### config.mk
export PLATFORM = sky130hd
export DESIGN_NAME = expr_y_unpacker_flat
export DESIGN_NICKNAME = d
export VERILOG_FILES = /design/src/rtl/expr_y_unpacker_if.sv /design/src/rtl/expr_y_unpacker.sv /design/src/flat_wrapper.sv
export SDC_FILE = /design/constraint.sdc
export NUM_CORES = 1
export LEC_CHECK = 0
export CORE_MARGIN = 10
export CORE_UTILIZATION = 55
export DETAILED_ROUTE_END_ITERATION = 10
export PLACE_DENSITY = 0.84
export SYNTH_ARGS = -nofsm -noshare
export SYNTH_HDL_FRONTEND = slang
export SYNTH_SLANG_ARGS = --single-unit
### constraint.sdc
create_clock -name clk -period 3.97 [get_ports clk]
set_input_delay 0.794 -clock clk [delete_from_list [all_inputs] [get_ports clk]]
set_output_delay 0.794 -clock clk [all_outputs]
set_load 0.05 [all_outputs]
### src/rtl/expr_y_unpacker_if.sv
// Bundle of the beat-input and field-output handshakes of expr_y_unpacker.
// The slave view is the unpacker. The master view is the side that sends beats
// and accepts fields.
interface expr_y_unpacker_if #(
    parameter int BEAT_W = 10,
    parameter int OUT_W  = 8
);
    // Beat input stream
    logic              in_valid;
    logic              in_ready;
    logic [BEAT_W-1:0] in_data;
    logic              in_last;

    // Field output stream
    logic              out_valid;
    logic              out_ready;
    logic [4:0]        out_idx;
    logic [OUT_W-1:0]  out_data;
    logic              out_last;

    // Framing error pulse
    logic              frame_err;

    modport slave (
        input  in_valid,
        input  in_data,
        input  in_last,
        input  out_ready,
        output in_ready,
        output out_valid,
        output out_idx,
        output out_data,
        output out_last,
        output frame_err
    );

    modport master (
        output in_valid,
        output in_data,
        output in_last,
        output out_ready,
        input  in_ready,
        input  out_valid,
        input  out_idx,
        input  out_data,
        input  out_last,
        input  frame_err
    );
endinterface

### src/rtl/expr_y_unpacker.sv
// Receive end of the packed 90-bit expression result bus y = {y0,...,y17}.
// Beats arrive MSB first. They are shifted into a frame register. A complete,
// correctly terminated frame is then emitted one field per handshake. Each
// field is sign- or zero-extended to OUT_W according to its type.
module expr_y_unpacker #(
    parameter int BEAT_W = 10,
    parameter int OUT_W  = 8
) (
    input  logic              clk,
    input  logic              reset,
    expr_y_unpacker_if.slave  bus
);
    localparam int FRAME_W = 90;
    localparam int NFIELDS = 18;
    localparam int NBEATS  = FRAME_W / BEAT_W;
    localparam int CNT_W   = (NBEATS > 1) ? $clog2(NBEATS) : 1;
    localparam logic [CNT_W-1:0] LAST_BEAT = CNT_W'(NBEATS - 1);
    localparam logic [4:0]       LAST_IDX  = 5'd17;

    typedef enum logic {
        ST_COLLECT = 1'b0,
        ST_EMIT    = 1'b1
    } state_t;

    state_t             state_q,     state_d;
    logic [CNT_W-1:0]   beat_cnt_q,  beat_cnt_d;
    logic [FRAME_W-1:0] frame_q,     frame_d;
    logic               in_ready_q,  in_ready_d;
    logic               out_valid_q, out_valid_d;
    logic [4:0]         out_idx_q,   out_idx_d;
    logic [OUT_W-1:0]   out_data_q,  out_data_d;
    logic               out_last_q,  out_last_d;
    logic               frame_err_q, frame_err_d;

    logic               beat_accept;
    logic               field_accept;
    logic [FRAME_W-1:0] frame_shift;
    logic [OUT_W-1:0]   field_ext [NFIELDS];

    // in_ready is registered, so a beat can only be taken while COLLECT is settled.
    assign beat_accept  = bus.in_valid && in_ready_q;
    assign field_accept = out_valid_q && bus.out_ready;

    // A single-beat frame replaces the whole register. Otherwise the new beat
    // enters at the LSB end, so the first beat ends up at y[89 -: BEAT_W].
    generate
        if (NBEATS == 1) begin : g_single_beat
            assign frame_shift = bus.in_data;
        end else begin : g_multi_beat
            assign frame_shift = {frame_q[FRAME_W-BEAT_W-1:0], bus.in_data};
        end
    endgenerate

    // Fields are extracted from the next-state frame. This lets the registered
    // out_data carry field 0 in the same cycle that out_valid first rises.
    // Within each 6-field group the widths are 4,5,6,4,5,6. The last three
    // fields of each group are signed.
    genvar gi;
    generate
        for (gi = 0; gi < NFIELDS; gi++) begin : g_field
            localparam int POS = gi % 6;
            localparam int GRP = gi / 6;
            localparam int W   = (gi % 3 == 0) ? 4 : ((gi % 3 == 1) ? 5 : 6);
            localparam int OFF = (POS == 0) ? 0  :
                                 (POS == 1) ? 4  :
                                 (POS == 2) ? 9  :
                                 (POS == 3) ? 15 :
                                 (POS == 4) ? 19 : 24;
            localparam int MSB = FRAME_W - 1 - 30 * GRP - OFF;
            localparam bit SGN = (POS >= 3);

            logic [OUT_W-1:0] ext;

            // Extend field gi from its slice of the frame to OUT_W bits.
            always_comb begin
                ext        = (SGN && frame_d[MSB]) ? {OUT_W{1'b1}} : {OUT_W{1'b0}};
                ext[W-1:0] = frame_d[MSB -: W];
            end

            assign field_ext[gi] = ext;
        end
    endgenerate

    // Next-state logic for COLLECT/EMIT and for the beat counter, frame register
    // and output handshake.
    always_comb begin
        state_d     = state_q;
        beat_cnt_d  = beat_cnt_q;
        frame_d     = frame_q;
        out_valid_d = out_valid_q;
        out_idx_d   = out_idx_q;
        out_last_d  = out_last_q;
        frame_err_d = 1'b0;

        unique case (state_q)
            ST_COLLECT: begin
                if (beat_accept) begin
                    frame_d = frame_shift;
                    if (beat_cnt_q == LAST_BEAT) begin
                        beat_cnt_d = '0;
                        if (bus.in_last) begin
                            state_d     = ST_EMIT;
                            out_valid_d = 1'b1;
                            out_idx_d   = 5'd0;
                            out_last_d  = 1'b0;
                        end else begin
                            // The frame is full but not terminated, so drop it.
                            frame_err_d = 1'b1;
                            frame_d     = '0;
                        end
                    end else if (bus.in_last) begin
                        // The frame was terminated early, so drop the partial frame.
                        frame_err_d = 1'b1;
                        frame_d     = '0;
                        beat_cnt_d  = '0;
                    end else begin
                        beat_cnt_d = beat_cnt_q + CNT_W'(1);
                    end
                end
            end

            ST_EMIT: begin
                if (field_accept) begin
                    if (out_idx_q == LAST_IDX) begin
                        state_d     = ST_COLLECT;
                        out_valid_d = 1'b0;
                        out_idx_d   = 5'd0;
                        out_last_d  = 1'b0;
                    end else begin
                        out_idx_d  = out_idx_q + 5'd1;
                        out_last_d = (out_idx_q + 5'd1 == LAST_IDX);
                    end
                end
            end

            default: begin
                state_d = ST_COLLECT;
            end
        endcase

        // Beats are accepted only in COLLECT. Input and output never overlap.
        in_ready_d = (state_d == ST_COLLECT);
    end

    // Select the field to present next. While stalled, frame_d and out_idx_d
    // do not change, so the registered value holds.
    always_comb begin
        out_data_d = '0;
        if (state_d == ST_EMIT && out_idx_d < 5'(NFIELDS)) begin
            out_data_d = field_ext[out_idx_d];
        end
    end

    // State and output registers. A reset aborts any frame in progress.
    always_ff @(posedge clk) begin
        if (reset) begin
            state_q     <= ST_COLLECT;
            beat_cnt_q  <= '0;
            frame_q     <= '0;
            in_ready_q  <= 1'b0;
            out_valid_q <= 1'b0;
            out_idx_q   <= 5'd0;
            out_data_q  <= '0;
            out_last_q  <= 1'b0;
            frame_err_q <= 1'b0;
        end else begin
            state_q     <= state_d;
            beat_cnt_q  <= beat_cnt_d;
            frame_q     <= frame_d;
            in_ready_q  <= in_ready_d;
            out_valid_q <= out_valid_d;
            out_idx_q   <= out_idx_d;
            out_data_q  <= out_data_d;
            out_last_q  <= out_last_d;
            frame_err_q <= frame_err_d;
        end
    end

    assign bus.in_ready  = in_ready_q;
    assign bus.out_valid = out_valid_q;
    assign bus.out_idx   = out_idx_q;
    assign bus.out_data  = out_data_q;
    assign bus.out_last  = out_last_q;
    assign bus.frame_err = frame_err_q;

endmodule

### src/flat_wrapper.sv
// flat-port wrapper written by rule: the top's interface ports become plain ports
module expr_y_unpacker_flat 
#(
    parameter int BEAT_W = 10,
    parameter int OUT_W  = 8
)
  (clk, reset, bus_in_valid, bus_in_data, bus_in_last, bus_out_ready, bus_in_ready, bus_out_valid, bus_out_idx, bus_out_data, bus_out_last, bus_frame_err);
  expr_y_unpacker_if #(.BEAT_W(BEAT_W), .OUT_W(OUT_W)) bus_i ();
  input  logic clk;
  input  logic reset;
  input wire logic [$bits(bus_i.in_valid)-1:0] bus_in_valid;
  input wire logic [$bits(bus_i.in_data)-1:0] bus_in_data;
  input wire logic [$bits(bus_i.in_last)-1:0] bus_in_last;
  input wire logic [$bits(bus_i.out_ready)-1:0] bus_out_ready;
  output wire logic [$bits(bus_i.in_ready)-1:0] bus_in_ready;
  output wire logic [$bits(bus_i.out_valid)-1:0] bus_out_valid;
  output wire logic [$bits(bus_i.out_idx)-1:0] bus_out_idx;
  output wire logic [$bits(bus_i.out_data)-1:0] bus_out_data;
  output wire logic [$bits(bus_i.out_last)-1:0] bus_out_last;
  output wire logic [$bits(bus_i.frame_err)-1:0] bus_frame_err;
  assign bus_i.in_valid = bus_in_valid;
  assign bus_i.in_data = bus_in_data;
  assign bus_i.in_last = bus_in_last;
  assign bus_i.out_ready = bus_out_ready;
  assign bus_in_ready = bus_i.in_ready;
  assign bus_out_valid = bus_i.out_valid;
  assign bus_out_idx = bus_i.out_idx;
  assign bus_out_data = bus_i.out_data;
  assign bus_out_last = bus_i.out_last;
  assign bus_frame_err = bus_i.frame_err;
  expr_y_unpacker #(.BEAT_W(BEAT_W), .OUT_W(OUT_W)) u_core (.clk(clk), .reset(reset), .bus(bus_i));
endmodule
[After elaboration in Yosys (flattened, before gate mapping)]
Cells that the tools add are included.
Storage, ports and cells
  bits of input ports: 15
  flip-flop bits (word level): 112
Cells by class
  bitwise logic cells: 5
  mux-type cells: 45
  reduce and logical (&&, ||, !) cells: 8
  add/sub/neg operators: 2
  eq/ne operators: 8
  order comparisons: 2
Operators by type and width (count)
  2-to-1 mux 90 bit: 5
  2-to-1 mux 8 bit: 11
  binary-select mux 8 bit (select 5 bit): 1
  2-to-1 mux 5 bit: 5
  2-to-1 mux 1 bit: 17
  == test 5 bit, second input constant: 2
  case mux 5 bit (2 select lines): 1
  2-to-1 mux 4 bit: 2
  >= comparator 6 bit, second input constant: 1
  != test 2 bit, second input constant: 3
  inverter 5 -> 6 bit: 1
  case mux 1 bit (2 select lines): 3
  adder 5 x 1 -> 5 bit, second input constant: 1
  < comparator 5 bit, second input constant: 1
  AND reduction 5 bit: 1
  adder 4 x 1 -> 4 bit, second input constant: 1
  == test 4 bit, second input constant: 1
  != test 2 x 1 -> 1 bit, second input constant: 2
  inverter 1 bit: 4
  AND reduction 4 bit: 1
  logical AND 1 bit: 3
  OR reduction 3 bit: 1
  AND reduction 2 bit: 1
  OR reduction 2 bit: 1

[Logic depth before layout (Yosys ltp)]
  depth in word-level cells: 8
  depth in mapped cells: 14

[Worst setup path after synthesis]
No wires, ideal clock.
  path type: register to register
  start: reg u_core.out_idx_q[1] (netlist: u_core.bus.out_idx[1])
  end: reg u_core.out_data_q[1] (netlist: u_core.bus.out_data[1])
  arrival time: 2.677 ns
  slack: 1.178 ns
  clock period less this slack: 2.792 ns
  setup time: 0.115 ns
  required time: 3.855 ns
  cell stages (with the launch flop): 13
  cell sequence: dfxtp_1 > inv_1 > ha_1 > and4bb_1 > nor3_1 > a31o_1 > buf_6 > buf_6 > buf_6 > mux2i_1 > a2111oi_0 > o21ai_1 > and3_1
On the way
  cells in the longest elaborated chain, start to end: 8
RTL lines
  start, declared: RTL line expr_y_unpacker.sv:30  | logic [4:0] out_idx_q, out_idx_d;
  start signal, assigned: RTL line expr_y_unpacker.sv:172  | out_idx_q <= out_idx_d;
  adder 5 x 1 -> 5 bit, or another cell as far along: RTL line expr_y_unpacker.sv:130  | out_idx_d = out_idx_q + 5'd1;
  2-to-1 mux 5 bit (on tied branches): RTL line expr_y_unpacker.sv:124, expr_y_unpacker.sv:99
  2-to-1 mux 5 bit (on tied branches): RTL line expr_y_unpacker.sv:123, expr_y_unpacker.sv:97
  case mux 5 bit (2 select lines): RTL line expr_y_unpacker.sv:95  | unique case (state_q)
  inverter 5 -> 6 bit (not written as such) or < comparator 5 bit (tied branches): RTL line expr_y_unpacker.sv:150, expr_y_unpacker.sv:149
  binary-select mux 8 bit (select 5 bit) or logical AND 1 bit (tied branches): RTL line expr_y_unpacker.sv:150, expr_y_unpacker.sv:149
  2-to-1 mux 8 bit (not written as such) or inverter 1 bit (tied branches)
  2-to-1 mux 8 bit (not written as such) or OR reduction 2 bit (tied branches)
  end signal, assigned: RTL line expr_y_unpacker.sv:173  | out_data_q <= out_data_d;
  end, declared: RTL line expr_y_unpacker.sv:31  | logic [OUT_W-1:0] out_data_q, out_data_d;
Several ways; a longest one is shown, not always the timed one. The select of a mux whose other input is x is not followed.
A chain may end at the register's enable or synchronous reset.

[Worst setup path in the final report]
  start: in bus_in_last
  end: reg u_core.out_data_q[0] (netlist: u_core.bus.out_data[0])
On the way
  cells in the longest elaborated chain, start to end: 8
RTL lines
  start, declared: RTL line flat_wrapper.sv:13  | input wire logic [$bits(bus_i.in_last)-1:0] bus_in_last;
  2-to-1 mux 5 bit: RTL line expr_y_unpacker.sv:101  | if (bus.in_last) begin
  2-to-1 mux 5 bit: RTL line expr_y_unpacker.sv:99  | if (beat_cnt_q == LAST_BEAT) begin
  2-to-1 mux 5 bit: RTL line expr_y_unpacker.sv:97  | if (beat_accept) begin
  case mux 5 bit (2 select lines): RTL line expr_y_unpacker.sv:95
  inverter 5 -> 6 bit (not written as such) or < comparator 5 bit (tied branches): RTL line expr_y_unpacker.sv:150, expr_y_unpacker.sv:149
  binary-select mux 8 bit (select 5 bit) or logical AND 1 bit (tied branches): RTL line expr_y_unpacker.sv:150, expr_y_unpacker.sv:149
  2-to-1 mux 8 bit (not written as such) or inverter 1 bit (tied branches)
  2-to-1 mux 8 bit (not written as such) or OR reduction 2 bit (tied branches)
Several ways; a longest one is shown, not always the timed one. The select of a mux whose other input is x is not followed.

==> impl.org <==
** Job
- Across the run, the number of max-cap violations was 0.

** Clock network
- For the worst-skew pair, the clock arrives at the later sink with an insertion delay of roughly 370 ps.
- CTS saw roughly 110 sinks.
- The tree is rooted in a clkbuf_8.
- CTS clock-pin slew for the worst setup and hold paths :: 110 ps
- Counting along the longest clock path gives a buffer depth of 2.
- The number of gates resized after CTS was 0.
- TritonCTS built the clock tree.
- H-Tree Level Count :: 3
- After clock tree synthesis, the flow added hold-fix buffers numbering 0.
- Post-CTS timing repair inserted 0 buffers for setup.
- Cts bufs inserted :: 9

** Floorplanning
- Die Outline Area :: 13300 sq um
- Width of the die :: about 120 um
- Starting density of the core :: roughly 57%
- The core region is ~8800 sq um.
- Ports :: 32
- Row count :: 34
- The die is approximately 120 um tall.

** Worst setup path
- By startpoint and endpoint, the worst setup path is classified as input pin to flip-flop.
- The largest single stage delay on the critical path is 610 ps.
- Reg2reg path depth :: 11
- Required time of the critical path :: 4270 ps
- The worst setup path is launched from an input pin.
- Launching instance or port of the critical path :: bus_in_last
- Ordered list of cells on the worst path :: clkdlybuf4s50_1, xor2_2, nor2_4, buf_4, a22oi_1, a211oi_1, a211oi_1, or4_1, o21ai_1
- Critical R2R Capture :: u_core.bus.out_data[0]
- Critical path endpoint category :: flip-flop
- In this run the critical register-to-register path is launched from u_core.bus.out_idx[1].
- Data arrival time of the worst path :: roughly 3500 ps
- Largest delay contributor family on the critical path :: buffers and inverters
- Last element of the critical path :: u_core.bus.out_data[0]
- The number of buffers and inverters on the critical path is 2.
- In this run the number of cells on the critical path is 9.
- Crit path max-delay cell type :: clkdlybuf4s50_1
- Reg2Reg Setup Slack :: slightly above 800 ps
- Counting stages on the worst path, the most repeated cell is a211oi_1.
- Crit path max fanout :: between 40 and 50

** Synthesis
- Nets in the synthesized netlist :: between 500 and 600
- Synthesis produced a netlist whose cell count is approximately 570.
- The mapped netlist covers approximately 5000 sq um.
- Post-synthesis area per instance :: 8.83 sq um
- Distinct cell type count of the synthesized netlist :: slightly above 50
- Synthesis inferred between 100 and 150 register bits.
- Sequential share of the synthesized area :: 44.5%
- Commonest register cell after synthesis :: dfxtp_1
- Counting flops with an async set or reset pin after synthesis yields a share of 0%.
- Warning count from the yosys run :: 0
- Yosys mapped a number of flops with a built-in enable equal to 0.

** STA
- The worst path uses 80.3% of the clock period.
- For this run, the top clock speed supported by timing is approximately 0.31 GHz.
- Counting I/O delays and the setup requirement, the final critical path takes roughly 3200 ps.
- Final hold analysis gives a worst-case slack of 496 ps.
- Worst Tran Pin Value :: around 1000 ps
- Slack of the critical path :: about 800 ps
- Worst setup skew after layout :: 11.4 ps
- Setup total negative slack on the finished layout was measured at 0 ps.
- Endpoints failing hold :: 0
- Count of endpoints failing setup in the final report :: 0
- The max-slew violation count is 0.
- Relative slew margins :: 30.9%
- Unrepaired setup endpoints after global routing :: no

** Global route
- Pin count of the biggest net entering global routing :: between 100 and 150
- Initial antenna violation count :: 0
- Global router's overall resource usage :: roughly a fifth
- The first global-routing pass estimated between 20 and 25 mm of wire.
- Vias in the first global route :: 4145
- After global routing the overflow that remains totals 0.

** Routing
- Detailed router's first-iteration violation count :: 559
- In the routed design, unresolved DRC markers number 0.
- After detailed routing, the average wire length per cell comes to 18.8 um.
- Number of detailed-routing iterations run before antenna repair :: 7
- Ratio of routed vias to standard cells :: about 6.5
- Number of vias in the routed layout :: 4409
- The final layout contains routed wiring with a total length of 12.8 mm.
- The count of nets left with antenna violations once routing finished came out at 0.

** Place
- Sum of net half-perimeters after detailed placement :: ~9 mm
- Area after detailed placement :: between 5000 and 6000 sq um
- Buffers placed on the I/O ports in this run total 31.
- Setup WS pre-CTS :: roughly 470 ps
- Routability-driven placement finished with a final weighted congestion of between 0.9 and 1.

** Cells and area
- At the end of the flow, the number of nets in the layout was around 590.
- For this run, the share of the core covered by cells in the final layout is around 63%.
- The area growth from synthesis to layout is 10.3%.
- In the final layout, the share of cells above drive strength 1 is 6.96%.
- Non-Filler Cell Area, Final :: ~5500 sq um
- Antenna diode count :: 0

** Status
- The run finished with clean final reports.

** Power and ir drop
- Peak supply drop :: around 0.23 mV
- Summed over all cells, the static leakage comes to 1.82 nW.
- Power density over cell area :: about 340 nW/um^2

** Min path
- Worst hold path type :: flip-flop to flip-flop
- Start point of the worst min-delay path :: u_core.bus.out_last
-- power by group --
part / switching (mW) / total [mW] / internal, mW / leakage, nW
sequential: 0.00337 / 1.12 / 1.12 / 0.895
clock: 0.376 / 0.686 / 0.310 / 0.0997
combinational: 0.0615 / 0.0872 / 0.0257 / 0.827
total: 0.441 / 1.89 / 1.45 / 1.82
-- tightest hold or removal path, delay by kind of cell, from the launching register on --
family | cells | cell delay (ps)
AND/OR/NAND/NOR | 1 | 70
AO/OA/AOI/OAI | 1 | 60
flip-flops | 1 | 340
-- cells in the final DEF (no fill, tap or decap), types with 3 or more instances in the layout --
cell type / instances
a21oi_1: 13
dfxtp_1: 111
nand3_1: 9
or4_1: 3
nor3_1: 12
clkdlybuf4s50_1: 30
a211oi_1: 24
o2111ai_1: 3
a32o_1: 3
a221oi_1: 15
nor2_1: 123
inv_1: 4
clkbuf_8: 10
o22ai_1: 4
o21ai_0: 8
ha_1: 6
nand2_1: 21
o21a_1: 3
a22oi_1: 89
mux2i_1: 19
buf_4: 13
o21ai_1: 7
-- stage by stage --
stage / power [mW] / cells
3_5_place_dp: 1.23 / 667
5_1_grt: 1.95 / 683
4_1_cts: 1.90 / 683
3_3_place_gp: 1.23 / 667
2_1_floorplan: 1.21 / 565
6_report: 1.89 / 683
-- cells by family (layout without fill, tap and decap cells) --
group / Yosys count / after routing / synth area share, %
simple gates: 185 / 185 / 16.2
compound gates: 187 / 187 / 28.0
mux: 19 / 19 / 3.81
xor+xnor: 1 / 1 / 0.326
buf+inv: 56 / 66 / 5.72
fa+ha+maj: 6 / 6 / 1.50
flops: 111 / 111 / 44.5
-- cell type report --
cell class	count	area [sq um]
sequential	111	2220
tap	108	135
clock inverter	5	56.3
inverter	4	15.0
clock buffer	11	141
timing repair buffer	46	443
multi-input combinational	398	2490
fill	744	3260
-- synthesized netlist by cell type (2+ instances only) --
cell       number  area, sq um
nor2_1        123          462
dfxtp_1       111         2220
a22oi_1        89          668
a211oi_1       24          180
buf_2          21          105
nand2_1        21         78.8
mux2i_1        19          190
clkbuf_1       18         67.6
a221oi_1       15          131
a21oi_1        13         65.1
nor3_1         12         60.1
nand3_1         9         45.0
o21ai_0         8         40.0
o21ai_1         7         35.0
ha_1            6         75.1
buf_1           5         18.8
buf_6           5         56.3
inv_1           4         15.0
o22ai_1         4         25.0
a32o_1          3         30.0
buf_4           3         22.5
o2111ai_1       3         26.3
o21a_1          3         22.5
or4_1           3         22.5
a2111oi_0       2         17.5
a211o_1         2         17.5
a31oi_1         2         12.5
and3_1          2         12.5
and3b_1         2         17.5
nand2b_1        2         12.5
nand3b_1        2         15.0
nor2b_1         2         12.5
nor3b_1         2         15.0
-- routing by layer --
metal | track usage, % | part of all wire, % | wire (um) | vias to the layer above
met3 | 4.17 | 7.4 | 952 | 19
met4 | 5.69 | 1.4 | 182 | 0
met1 | 25.1 | 43 | 5580 | 2079
met2 | 32.1 | 48 | 6130 | 188
met5 | 0 | 0 | 0 | -
li1 | - | - | - | 2123
-- worst min path at each step --
stage,endpoint,slack [ps],cells after the start
after floorplan,u_core.beat_cnt_q[3],460,2
after global placement,u_core.bus.out_last,470,2
after detailed placement,u_core.bus.out_last,480,2
after CTS,u_core.bus.out_last,490,2
after global routing,u_core.beat_cnt_q[3],520,2
final,u_core.bus.out_last,500,2
-- flip-flops by register name (all words and copies together) (netlist names) --
name                  flops
u_core.beat_cnt_q         4
u_core.bus.frame_err      1
u_core.bus.in_ready       1
u_core.bus.out_data       7
u_core.bus.out_idx        5
u_core.bus.out_last       1
u_core.bus.out_valid      1
u_core.frame_q           90
u_core.state_q            1
No activity file was read; power rests on OpenSTA's default activity.
